==> config.mk <==
export PLATFORM = sky130hd
export DESIGN_NAME = fpu_sp_issue
export DESIGN_NICKNAME = d
export VERILOG_FILES = /design/src/rtl/fpu_sp_pkg.sv /design/src/rtl/fpu_sp_req_fifo.sv /design/src/rtl/fpu_sp_issue.sv
export SDC_FILE = /design/constraint.sdc
export NUM_CORES = 1
export LEC_CHECK = 0
export ABC_AREA = 1
export BUFFER_PORTS_ARGS = -buffer_cell sky130_fd_sc_hd__buf_2
export CAP_MARGIN = 20
export CORE_ASPECT_RATIO = 0.75
export CORE_MARGIN = 5
export CORE_UTILIZATION = 51
export CTS_CLUSTER_DIAMETER = 40
export DETAILED_ROUTE_END_ITERATION = 12
export GPL_TIMING_DRIVEN = 0
export PLACE_DENSITY = 0.75
export SYNTH_ARGS = -nofsm -noshare
export SYNTH_HDL_FRONTEND = slang
export SYNTH_SLANG_ARGS = --single-unit
==> constraint.sdc <==
create_clock -name clk -period 4.48 [get_ports clk]
set_clock_uncertainty 0.05 [all_clocks]
set_input_delay 0.448 -clock clk [delete_from_list [all_inputs] [get_ports clk]]
set_output_delay 0.448 -clock clk [all_outputs]
set_load 0.02 [all_outputs]
==> src/rtl/fpu_sp_pkg.sv <==
// Shared definitions for the single-precision add/sub request sequencer.
// Latency: n/a (constants and types only).
// Backpressure: n/a.
// Contents: operation codes, the canonical quiet NaN, FSM state encoding.
package fpu_sp_pkg;

    localparam logic        OP_ADD  = 1'b0;
    localparam logic        OP_SUB  = 1'b1;
    localparam logic [31:0] FP_QNAN = 32'h7FC00000;

    typedef enum logic [1:0] {
        ST_IDLE  = 2'd0,
        ST_ISSUE = 2'd1,
        ST_WAIT  = 2'd2,
        ST_RESP  = 2'd3
    } state_t;

endpackage

==> src/rtl/fpu_sp_req_fifo.sv <==
// In-order request buffer, WIDTH bits by DEPTH entries, head visible combinationally on dout.
// Latency: a push is visible at dout the cycle after it is written.
// Backpressure: pushes while full and pops while empty are ignored; full/empty exposed to the caller.
// Ports: clk, rst (async, active-high), push/din, pop/dout, full, empty.
module fpu_sp_req_fifo #(
    parameter int WIDTH = 69,
    parameter int DEPTH = 4
) (
    input  logic             clk,
    input  logic             rst,
    input  logic             push,
    input  logic [WIDTH-1:0] din,
    input  logic             pop,
    output logic [WIDTH-1:0] dout,
    output logic             full,
    output logic             empty
);

    localparam int AW = $clog2(DEPTH);

    // One extra pointer bit distinguishes full from empty when the indices match.
    logic [AW:0]      wr_ptr;
    logic [AW:0]      rd_ptr;
    logic [WIDTH-1:0] mem [DEPTH];

    assign empty = (wr_ptr == rd_ptr);
    assign full  = (wr_ptr[AW] != rd_ptr[AW]) && (wr_ptr[AW-1:0] == rd_ptr[AW-1:0]);
    assign dout  = mem[rd_ptr[AW-1:0]];

    always_ff @(posedge clk or posedge rst) begin
        if (rst) begin
            wr_ptr <= '0;
            rd_ptr <= '0;
        end else begin
            if (push && !full) begin
                wr_ptr <= wr_ptr + 1'b1;
            end
            if (pop && !empty) begin
                rd_ptr <= rd_ptr + 1'b1;
            end
        end
    end

    // Storage carries no reset; only the pointers define validity.
    always_ff @(posedge clk) begin
        if (push && !full) begin
            mem[wr_ptr[AW-1:0]] <= din;
        end
    end

endmodule

==> src/rtl/fpu_sp_issue.sv <==
// Sequences tagged add/sub requests one at a time into the FP add unit and returns tagged results.
// Latency: request handshake to rsp_valid is unit latency + 3 cycles (minimum 4); watchdog caps the wait.
// Backpressure: req_ready = !full; a pending response holds the FSM in RESP until rsp_ready.
// Ports: req_* (valid/ready request in), rsp_* (valid/ready response out), fu_* (unit dval/rdy side), busy.
module fpu_sp_issue
    import fpu_sp_pkg::*;
#(
    parameter int DEPTH   = 4,
    parameter int TAG_W   = 4,
    parameter int TIMEOUT = 64
) (
    input  logic             clk,
    input  logic             rst,
    input  logic             req_valid,
    output logic             req_ready,
    input  logic             req_op,
    input  logic [31:0]      req_a,
    input  logic [31:0]      req_b,
    input  logic [TAG_W-1:0] req_tag,
    output logic             rsp_valid,
    input  logic             rsp_ready,
    output logic [31:0]      rsp_result,
    output logic [TAG_W-1:0] rsp_tag,
    output logic             rsp_err,
    output logic             fu_dval,
    output logic             fu_op,
    output logic [31:0]      fu_din1,
    output logic [31:0]      fu_din2,
    input  logic [31:0]      fu_result,
    input  logic             fu_rdy,
    output logic             busy
);

    localparam int              FW      = 1 + 64 + TAG_W;
    localparam int              CW      = $clog2(TIMEOUT);
    localparam logic [CW-1:0]   WD_LAST = CW'(TIMEOUT - 1);

    state_t           state;
    state_t           state_nxt;
    logic             fifo_full;
    logic             fifo_empty;
    logic             fifo_pop;
    logic [FW-1:0]    fifo_dout;
    logic             head_op;
    logic [31:0]      head_a;
    logic [31:0]      head_b;
    logic [TAG_W-1:0] head_tag;
    logic             iss_op;
    logic [31:0]      iss_a;
    logic [31:0]      iss_b;
    logic [TAG_W-1:0] iss_tag;
    logic [CW-1:0]    wd_cnt;
    logic             wd_fire;

    assign req_ready = !fifo_full;

    fpu_sp_req_fifo #(
        .WIDTH (FW),
        .DEPTH (DEPTH)
    ) u_req_fifo (
        .clk   (clk),
        .rst   (rst),
        .push  (req_valid && !fifo_full),
        .din   ({req_op, req_a, req_b, req_tag}),
        .pop   (fifo_pop),
        .dout  (fifo_dout),
        .full  (fifo_full),
        .empty (fifo_empty)
    );

    assign {head_op, head_a, head_b, head_tag} = fifo_dout;

    // fu_rdy takes priority over the watchdog when both land on the same cycle.
    assign wd_fire = !fu_rdy && (wd_cnt == WD_LAST);

    always_comb begin
        state_nxt = state;
        fifo_pop  = 1'b0;
        case (state)
            ST_IDLE: begin
                if (!fifo_empty) begin
                    fifo_pop  = 1'b1;
                    state_nxt = ST_ISSUE;
                end
            end
            ST_ISSUE: state_nxt = ST_WAIT;
            ST_WAIT: begin
                if (fu_rdy || wd_fire) begin
                    state_nxt = ST_RESP;
                end
            end
            ST_RESP: begin
                if (rsp_ready) begin
                    state_nxt = ST_IDLE;
                end
            end
            default: state_nxt = ST_IDLE;
        endcase
    end

    always_ff @(posedge clk or posedge rst) begin
        if (rst) begin
            state <= ST_IDLE;
        end else begin
            state <= state_nxt;
        end
    end

    // Issue registers change only on a pop, so the unit operands stay put from ISSUE through RESP.
    always_ff @(posedge clk or posedge rst) begin
        if (rst) begin
            iss_op     <= 1'b0;
            iss_a      <= '0;
            iss_b      <= '0;
            iss_tag    <= '0;
            wd_cnt     <= '0;
            rsp_result <= '0;
            rsp_tag    <= '0;
            rsp_err    <= 1'b0;
        end else begin
            if (fifo_pop) begin
                iss_op  <= head_op;
                iss_a   <= head_a;
                iss_b   <= head_b;
                iss_tag <= head_tag;
            end
            if (state == ST_ISSUE) begin
                wd_cnt <= '0;
            end else if (state == ST_WAIT) begin
                wd_cnt <= wd_cnt + 1'b1;
            end
            // fu_rdy is only looked at in WAIT, so level-held or stale strobes elsewhere are harmless.
            if (state == ST_WAIT) begin
                if (fu_rdy) begin
                    rsp_result <= fu_result;
                    rsp_tag    <= iss_tag;
                    rsp_err    <= 1'b0;
                end else if (wd_fire) begin
                    rsp_result <= FP_QNAN;
                    rsp_tag    <= iss_tag;
                    rsp_err    <= 1'b1;
                end
            end
        end
    end

    assign fu_dval   = (state == ST_ISSUE);
    assign rsp_valid = (state == ST_RESP);
    assign fu_op     = iss_op;
    assign fu_din1   = iss_a;
    assign fu_din2   = iss_b;
    assign busy      = (state != ST_IDLE) || !fifo_empty;

endmodule

* After elaboration in Yosys (flattened, before gate mapping)
Memories as Yosys holds them, arrays and structs flattened. A register that Yosys moved wholly into a read port is not among the register bits.
Index checks and enable logic that the tools add are counted.
** Cells by class
- Equal/unequal tests :: 10
- Reduce and logical (&&, ||, !) cells :: 16
- Multiplexer cells :: 16
- Add/sub/neg operators :: 3
** Operator list (count)
- $mux 32 :: 2
- $mux 6 :: 2
- $mux 4 :: 2
- $pmux 2 s4 :: 1
- $add 3x1->3 const B :: 2
- $add 6x1->6 const B :: 1
- $eq 6x6->1 const B :: 1
- $mux 1 :: 6
- $mux 2 :: 3
- $reduce_bool 2->1 :: 3
- $logic_and 1x1->1 :: 5
- $eq 2x2->1 const B :: 2
- $ne 2x2->1 const B :: 2
- $eq 3x3->1 :: 1
- $logic_not 1->1 :: 3
- $reduce_and 3->1 :: 1
- $eq 2x1->1 const B :: 1
- $eq 2x2->1 :: 1
- $logic_not 2->1 :: 1
- $logic_or 1x1->1 :: 2
- $ne 2x1->1 const B :: 1
- $reduce_and 2->1 :: 1
- $ne 1x1->1 :: 1
** Word-level totals
- Register bits :: 51
- Output and inout bits :: 106
- Memories kept :: 1
- Bits in writable memories :: 276
** Memory list
- u_req_fifo.mem :: words 4, bits a word 69, rd ports 1, clocked after memory_dff 1, write ports 1, line fpu_sp_req_fifo.sv:24 : logic [WIDTH-1:0] mem [DEPTH];

* Longest topological paths before layout
Gate-level depths: netlist of the first run.
- Depth after elaboration :: 7
- Depth in mapped cells :: 10
- Gate-level depth less buffers :: 8

* Hierarchy
A second synthesis of the first run with hierarchy kept.
** Second synthesis, totals
- Cell total of the unflattened synthesis :: 1245
- Area total of the unflattened synthesis :: 15332.2 um^2
** Modules (own cells, without submodules)
- fpu_sp_req_fifo :: cells an instance 729, instances 1, area each 10705.3 um^2
- fpu_sp_issue :: cells an instance 516, instances 1, area each 4626.9 um^2

* Worst setup path after synthesis of the first run
Ideal clock, no wire load.
- Path kind :: register to register
- Start :: register u_req_fifo.rd_ptr[0]
- End :: memory u_req_fifo.mem[0][0], enable pin
- Arrival :: 4.098 ns
- Stages on the path, launching flop included :: 6
- Setup slack :: -0.165 ns
- Required time :: 3.933 ns
- Cells stage by stage :: dfrtp_1 > buf_4 > xnor2_4 > nand4_1 > nand2_1 > nor2_1
** Between the ends
- Cells in the longest elaborated chain, start to end :: 7
** Ends and longest elaborated chain
- start: declaration :: line fpu_sp_req_fifo.sv:23 : logic [AW:0] rd_ptr;
- start signal: assignment :: line fpu_sp_req_fifo.sv:39 : rd_ptr <= rd_ptr + 1'b1;
- $eq 2x2->1 * :: line fpu_sp_req_fifo.sv:27 : assign full = (wr_ptr[AW] != rd_ptr[AW]) && (wr_ptr[AW-1:0] == rd_ptr[AW-1:0]);
- $logic_and 1x1->1 * :: line fpu_sp_req_fifo.sv:27
- $logic_not 1->1 *
- net req_ready :: line fpu_sp_issue.sv:15 : output logic req_ready,
- $logic_and 1x1->1 :: line fpu_sp_issue.sv:63 : .push (req_valid && !fifo_full),
- $logic_and 1x1->1 * :: line fpu_sp_req_fifo.sv:46 : if (push && !full) begin
- $mux 1 * :: line fpu_sp_req_fifo.sv:46
- $mux 1 (not written as such) * :: line fpu_sp_req_fifo.sv:47 : mem[wr_ptr[AW-1:0]] <= din;
- end: declaration :: line fpu_sp_req_fifo.sv:24
Mark *: on every way through the listed nets, which the timed path passes. The rest lies on a longest branch.

* Worst setup path in the final report of the first run
- Start :: register u_req_fifo.rd_ptr[1]
- End :: memory u_req_fifo.mem[3][22], enable pin
** Between the ends
- Cells in the longest elaborated chain, start to end :: 7
** Ends and longest elaborated chain (line)
- $eq 2x2->1 * :: fpu_sp_req_fifo.sv:27
- $logic_and 1x1->1 * :: fpu_sp_req_fifo.sv:27
- $logic_not 1->1 * :: fpu_sp_req_fifo.sv:46, fpu_sp_issue.sv:63
- $logic_and 1x1->1 :: fpu_sp_issue.sv:63
- $logic_and 1x1->1 * :: fpu_sp_req_fifo.sv:46
- $mux 1 * :: fpu_sp_req_fifo.sv:46
- $mux 1 (not written as such) * :: fpu_sp_req_fifo.sv:47
Mark *: on every way between the ends. The rest lies on a longest branch, timed or not.

==> results by group, run 1 <==
Final layout
  – Nets: 1622
  – Most frequent cells in the layout: nor2_1, edfxtp_1, buf_2
  – Layout filler cell count: 2273
  – Commonest non-fill, non-tap cell in the layout: nor2_1
  – Layout area overhead: 21.0%
  – Layout cells sized above 1: 0.219

Timing
  – Measured slew at the worst slew-check pin: 933 ps
  – Hold Slack: 77.6 ps
  – Fin. max-slew vios: 0
  – Final worst-path cycle share: 0.725
  – Setup Viol. Count Final: 0
  – Final setup TNS: 0 ps
  – Min Tclk post-route: 3250 ps
  – RSZ-0062 raised after global routing: false
  – Final setup margin: 1230 ps
  – Rel. slew slack: 0.376
  – Fmax: 308 MHz
  – Hold Vio Cnt, Final: 0

Logic synthesis
  – Post-synth cell types: 28
  – Adder-cell share of the synthesized area: 0.00905
  – Synthesized cell area: 15200 sq um
  – Synth Area per Inst: 12.3 sq um
  – Synthesized instance count: 1239
  – Ys Warns: 0
  – Simple-gate share of the synthesized area: 0.114
  – Post-Synthesis Net Count: 1356
  – Multiplexer share of the synthesized area: 0.000658
  – Post-synthesis register bit count: 396
  – Xor/xnor cell area share of the yosys netlist: 0.00354
  – Compound-cell area share of the yosys netlist: 0.0997
  – Seq/Total Area, Yosys: 0.742
  – Largest family of logic cells by synthesized area: simple AND/OR/NAND/NOR gates

Worst setup path
  – WP data required: 4660 ps
  – Worst R2R Path Depth: 8
  – Startpoint Class: flop
  – Kind of critical path: flop to flop
  – Crit path max fanout: 27
  – Nature of the critical path endpoint: flop
  – CP Data Arrival Time: 3420 ps

GRT
  – Gr usage total: 0.220
  – Largest net degree at the start of global routing: 82
  – Initial antenna violation count: 10
  – First-pass GRT wire length: 58.5 mm
  – Total grt overflow: 0
  – Vias in the first global route: 10700

Routing
  – # DRC: 0
  – Vias per cell: 5.43
  – Antenna Nets Post-Route: 0
  – Vias: 10500
  – Number of DRC violations after detailed-routing iteration 0: 780
  – Pre-antenna DRT Iters: 5
  – WL/cell: around 19 um
  – WL final: 37.3 mm

Floorplanning
  – Core area: 29300 sq um
  – Placement Rows: 54
  – Die Y: 160 um
  – Die Width: around 210 um
  – Die area: 33400 sq um
  – IO Pins: around 210
  – Initial Utilization: 0.520

CTS
  – Postcts setup bufs: 0
  – CTS buffer count: 44
  – Clk root buf: clkbuf_16
  – CTS tree: yes
  – Worst-path clk slew: 60 ps
  – Clock Path Buffers: 3
  – Post_cts resized: 0
  – Clock latency on the worst-skew pair: between 500 and 600 ps
  – CTS H-tree lvls: 2
  – CTS sink count: 396
  – Hold buffer count at CTS: 1

Placed design
  – DP Wirelength: ~25 mm
  – Port-buffer cells: 210
  – RD Place Congestion: between 0.8 and 0.9
  – Place WS: 1220 ps

Pwr
  – Leak pwr: 7.14 nW
  – Pwr Density: about 770 nW/um^2
  – Max IR drop VDD: 0.000491 V

Status
  – Status: finished, final reports clean

Min path
  – Hold Path Cell Cnt: 1
  – Hold Crit Class: primary input to flop

Job
  – Max Cap Viol: 0
## state kept, by name (all words and copies together), names as in the netlist
name	cells
iss_tag	4
rsp_result	32
u_req_fifo.rd_ptr	3
fu_din2	32
wd_cnt	6
rsp_err	1
fu_op	1
state	2
rsp_tag	4
u_req_fifo.mem	276
u_req_fifo.wr_ptr	3
fu_din1	32
## routing by layer
metal / up-vias / part of all wire / wire (um) / track usage
li1: 4917 / - / - / -
met1: 5101 / 0.43 / 16000 / 0.309
met2: 388 / 0.46 / 17400 / 0.345
met3: 73 / 0.086 / 3190 / 0.0575
met4: 18 / 0.019 / 709 / 0.0590
met5: - / 0.0030 / 111 / 0
## critical path, stage by stage, from the launching register on
cell     delay (ps)
dfrtp_1         590
inv_2           210
nand2_1         110
nand2_1          90
nand4_1         190
nand2_1         340
nor2_4          830
buf_12          280
buf_12          220
## stage by stage
stage | cell area (sq um) | instances | util | total power [mW]
final | 18400 | 1932 | 0.629 | 14.2
after global routing | 18400 | 1932 | 0.629 | 15.1
after CTS | 18400 | 1931 | 0.629 | 14.3
after detailed placement | 17000 | 1850 | 0.580 | 10.8
after global placement | 16800 | 1841 | 0.573 | 10.7
after floorplan | 15200 | 1239 | - | 8.92
## kinds of logic after synthesis
logic type	count (synthesis)
buffers and inverters	100
and+or+nand+nor	442
adders and majority gates	11
DFF	396
muxes	1
xor gates and xnor gates	4
AOI/OAI and AO/OA	285
## synth_stat cells (all sizes together)
library cell | instances | area, sq um
ha | 11 | 138
or2 | 2 | 12.5
buf | 35 | 226
nor3 | 12 | 60.1
xor2 | 1 | 8.76
nor2 | 308 | 1160
o21ai | 143 | 716
inv | 22 | 82.6
nand2 | 87 | 327
o22ai | 69 | 432
clkinv | 1 | 3.75
mux2i | 1 | 10.0
nand4 | 4 | 25.0
edfxtp | 276 | 8290
dfrtp | 120 | 3000
nand3 | 29 | 150
a21oi | 73 | 369
clkbuf | 42 | 159
xnor2 | 3 | 45.1
## path summary, 6_finish.rpt
path	startpoint	endpoint	slack, ps
max in group asynchronous	rst	fu_din1[26]	3170
worst min register to register	rsp_result[4]	rsp_result[4]	420
worst max register to register	u_req_fifo.rd_ptr[1]	u_req_fifo.mem[3][22]	1230
worst max-delay path	u_req_fifo.rd_ptr[1]	u_req_fifo.mem[3][22]	1230
min in group asynchronous	rst	fu_din2[25]	430
worst min-delay path	req_b[7]	u_req_fifo.mem[1][11]	80
## power breakdown
| part | switching, mW | internal [mW] |
|---|---|---|
| Clock | 1.46 | 2.02 |
| Sequential | 0.435 | 5.06 |
| Combinational | 3.59 | 1.65 |
## cell type report
type,count,area [sq um],share of cell area
sequential,396,11300,0.613
clock inverter,28,246,0.0134
timing repair buffer,220,1250,0.0678
antenna,1,2.50,0.000136
clock buffer,52,1170,0.0637
tap,392,490,0.0266
buffer,77,385,0.0209
multi-input combinational,743,3480,0.189
inverter,23,91.3,0.00496
Power figures use the tool's default switching activity.
==> run 2, diff against run 1 <==
--- a/config.mk
+++ b/config.mk
@@ -5,16 +5,16 @@
 export SDC_FILE = /design/constraint.sdc
 export NUM_CORES = 1
 export LEC_CHECK = 0
-export ABC_AREA = 1
+export ABC_AREA = 0
 export BUFFER_PORTS_ARGS = -buffer_cell sky130_fd_sc_hd__buf_2
 export CAP_MARGIN = 20
 export CORE_ASPECT_RATIO = 0.75
 export CORE_MARGIN = 5
-export CORE_UTILIZATION = 51
+export CORE_UTILIZATION = 57
 export CTS_CLUSTER_DIAMETER = 40
 export DETAILED_ROUTE_END_ITERATION = 12
 export GPL_TIMING_DRIVEN = 0
-export PLACE_DENSITY = 0.75
+export PLACE_DENSITY = 0.8
 export SYNTH_ARGS = -nofsm -noshare
 export SYNTH_HDL_FRONTEND = slang
 export SYNTH_SLANG_ARGS = --single-unit
==> constraint.sdc (replaced) <==
create_clock -name clk -period 3 [get_ports clk]
set_clock_uncertainty 0.05 [all_clocks]
set_input_delay 0.3 -clock clk [delete_from_list [all_inputs] [get_ports clk]]
set_output_delay 0.3 -clock clk [all_outputs]
set_load 0.02 [all_outputs]
==> results by group, run 2 <==
Worst setup path
  – CP most frequent cell: buf_2
  – WP data required: 3140 ps (-1520 ps)
  – Worst path cell trace: buf_2 > xor2_1 > or3_1 > buf_2 > and3_4 > buf_12
  – CP Capture Point: u_req_fifo.mem[2][9]
  – Startpoint Class: flop
  – Kind of critical path: flop to flop
  – Slowest Stage Delay on Critical Path: 570 ps (-260 ps)
  – R2r setup slk: 460 ps (-770 ps)
  – CP Data Arrival Time: 2680 ps (-740 ps)
  – Slowest cell on crit path: and3_4
  – Crit path launch: u_req_fifo.rd_ptr[0]
  – Crit path max fanout: 36 (+33%)
  – Worst R2R End: u_req_fifo.mem[2][9]
  – R2r startpoint: u_req_fifo.rd_ptr[0]
  – Nature of the critical path endpoint: flop
  – Worst R2R Path Depth: 6 (-2)

Final layout
  – Commonest non-fill, non-tap cell in the layout: edfxtp_1
  – Layout area overhead: 26.8%
  – Layout filler cell count: 1466 (-36%)
  – Seq. cell area: 11300 sq um (unchanged)
  – Most frequent cells in the layout: edfxtp_1, buf_2, dfrtp_1
  – Final Cell Area: 18700 sq um (+1.4%)
  – Layout cells sized above 1: 0.410 (+0.191)
  – Multi-input gate area: 3220 sq um (-7.4%)
  – Nets: 1151 (-29%)
  – Max reg flops: 276 (unchanged)

CTS
  – Clk root buf: clkbuf_16
  – CTS sink count: 396 (unchanged)
  – Clock Path Buffers: 3 (unchanged)
  – CTS tree: yes
  – Postcts setup bufs: 0 (unchanged)
  – CTS H-tree lvls: 2 (unchanged)
  – Clock latency on the worst-skew pair: 520 ps (about the same)
  – CTS buffer count: 40 (-9.1%)
  – Worst-path clk slew: 60 ps (about the same)

GRT
  – Total grt overflow: 0 (unchanged)
  – Initial antenna violation count: 1 (-9)
  – Gr usage total: 0.217 (-0.00246)
  – First-pass GRT wire length: 49.0 mm (-16%)
  – Largest net degree at the start of global routing: 43 (-48%)
  – Vias in the first global route: 8507 (-20%)

Floorplanning
  – Die area: 29200 sq um (-13%)
  – Placement Rows: 51 (-5.6%)
  – Core area: 25700 sq um (-12%)
  – Die Width: 196 um (-6.6%)
  – Die Y: 149 um (-6.5%)
  – Initial Utilization: 0.572 (+0.0525)
  – IO Pins: 212 (unchanged)

Pwr
  – Sequential share of power: 0.415 (+0.029)
  – Pwr Density: 1080 nW/um^2 (+40%)
  – Leak pwr: 7.11 nW (-0.48%)
  – NetSw: 6.52 mW (+19%)
  – Max IR drop VDD: 0.000671 V (+37%)
  – Comb power frac: 0.339 (-0.030)
  – P_int: 13.7 mW (+57%)
  – Clock Power Share: 0.246 (about the same)
  – Switching fraction of total power: 0.323 (-0.0634)

Timing
  – Rel. slew slack: 0.409 (+0.0330)
  – RSZ-0062 raised after global routing: false
  – Hold Slack: 38.2 ps (-39.4 ps)
  – Fmax: 394 MHz (+28%)
  – Hold Vio Cnt, Final: 0 (unchanged)
  – Fin. max-slew vios: 0 (unchanged)
  – Final worst-path cycle share: 0.847 (+0.122)
  – Min Tclk post-route: 2540 ps (-707 ps)
  – Setup Viol. Count Final: 0 (unchanged)
  – Measured slew at the worst slew-check pin: 886 ps (-47.3 ps)

Logic synthesis
  – Synth Flop Type: edfxtp_1
  – Xor/xnor cell area share of the yosys netlist: 0.00646 (+0.00292)
  – Simple-gate share of the synthesized area: 0.0121 (-0.102)
  – Adder-cell share of the synthesized area: 0.00935 (+0.000301)
  – Multiplexer share of the synthesized area: 0.166 (+0.165)
  – Synth area leaders: edfxtp_1, dfrtp_1, mux4_2
  – Synth Area per Inst: 21.6 sq um (+76%)
  – Seq/Total Area, Yosys: 0.767 (+0.0247)
  – Synthesized instance count: 681 (-45%)
  – Ys Warns: 0 (unchanged)
  – Largest family of logic cells by synthesized area: multiplexers
  – Count leader, synth: edfxtp_1
  – Post-synthesis register bit count: 396 (unchanged)
  – EDFF count, synth: 276 (unchanged)
  – Area leader, netlist: edfxtp_1
  – FFs w/ async S/R, synth: 0.303 (unchanged)
  – Most common library cells after synthesis: edfxtp_1, dfrtp_1, mux4_2, mux2_2, a22o_1
  – Synth top area share: 0.563 (+0.0182)
  – Post-Synthesis Net Count: 798 (-41%)
  – Post-synth cell types: 34 (+21%)
  – Synthesized cell area: 14700 sq um (-3.2%)
  – Compound-cell area share of the yosys netlist: 0.0238 (-0.0759)

Routing
  – Pre-antenna DRT Iters: 4 (-1)
  – # DRC: 0 (unchanged)
  – WL/cell: 22.6 um (+17%)
  – Number of DRC violations after detailed-routing iteration 0: 397 (-49%)
  – Antenna Nets Post-Route: 0 (unchanged)
  – Vias: 7810 (-26%)
  – Vias per cell: 5.54 (+1.9%)
  – WL final: 31.9 mm (-15%)

Job
  – Max Cap Viol: 0 (unchanged)

Status
  – Status: finished, final reports clean

Placed design
  – RD Place Congestion: 0.830 (-6.7%)
  – DP Wirelength: 18.8 mm (-25%)
  – Placed inst area: 16400 sq um (-3.4%)
  – Port-buffer cells: 211 (+0.48%)

Min path
  – Hold Crit Class: primary input to flop
[run 2: power by group through the flow]
stage          Sequential [mW]  Combinational (mW)  Clock, mW
6_report                  8.38                6.85       4.96
5_1_grt                   8.52                7.38       5.32
4_1_cts                   8.34                6.88       5.04
3_5_place_dp              8.43                6.73          0
3_3_place_gp              8.38                6.46          0
2_1_floorplan             9.14                3.82          0
[run 2: how the worst min path moves through the flow]
| stage | startpoint | endpoint | cells past startpoint |
|---|---|---|---|
| after floorplan | req_tag[0] | u_req_fifo.mem[0][0] | 0 |
| after global placement | fu_din2[0] | fu_din2[0] | 1 |
| after detailed placement | rst | fu_din2[10] | 2 |
| after CTS | fu_result[22] | rsp_result[22] | 3 |
| after global routing | fu_result[28] | rsp_result[28] | 3 |
| final | fu_result[22] | rsp_result[22] | 3 |
[run 2: logic make-up after synthesis]
group,Yosys count
and+or+nand+nor,31
xor gates and xnor gates,10
adders and majority gates,11
AOI/OAI and AO/OA,43
DFF,396
muxes,148
buffers and inverters,42
[run 2: critical path: cells and delay by family, from the launching register on]
| kind | cells | cell delay (ps) |
|---|---|---|
| xor gates and xnor gates | 1 | 330 |
| and+or+nand+nor | 2 | 720 |
| DFF | 1 | 340 |
| buffers and inverters | 3 | 740 |
[run 2: per-layer routing]
metal / routed length, um / GRT usage / vias to the layer above
li1: - / - / 3447
met1: 12700 / 0.288 / 4054
met2: 16600 / 0.376 / 263
met3: 2040 / 0.0501 / 46
met4: 463 / 0.0450 / 0
met5: 0 / 0 / -
[run 2: cell type report]
type | count | area share
antenna | 1 | 0.000134
multi-input combinational | 243 | 0.173
timing repair buffer | 311 | 0.115
buffer | 31 | 0.0101
inverter | 11 | 0.00241
clock inverter | 20 | 0.0121
clock buffer | 53 | 0.0596
tap | 344 | 0.0231
sequential | 396 | 0.605
[run 2: stage by stage]
step / util / setup TNS (ps) / setup WS [ps] / instances / power, mW
4_1_cts: 0.726 / 0 / 424 / 1409 / 20.3
3_5_place_dp: 0.637 / 0 / 440 / 1243 / 15.2
6_report: 0.726 / 0 / 460 / 1410 / 20.2
3_3_place_gp: 0.631 / -58870 / -230 / 1236 / 14.8
5_1_grt: 0.726 / 0 / 321 / 1410 / 21.2
2_1_floorplan: - / 0 / 479 / 681 / 13.0
[run 2: timing repair]
action	in CTS	in global routing
hold buffers	93	0
hold endpoints to repair	319	0
gates resized for setup	0	0
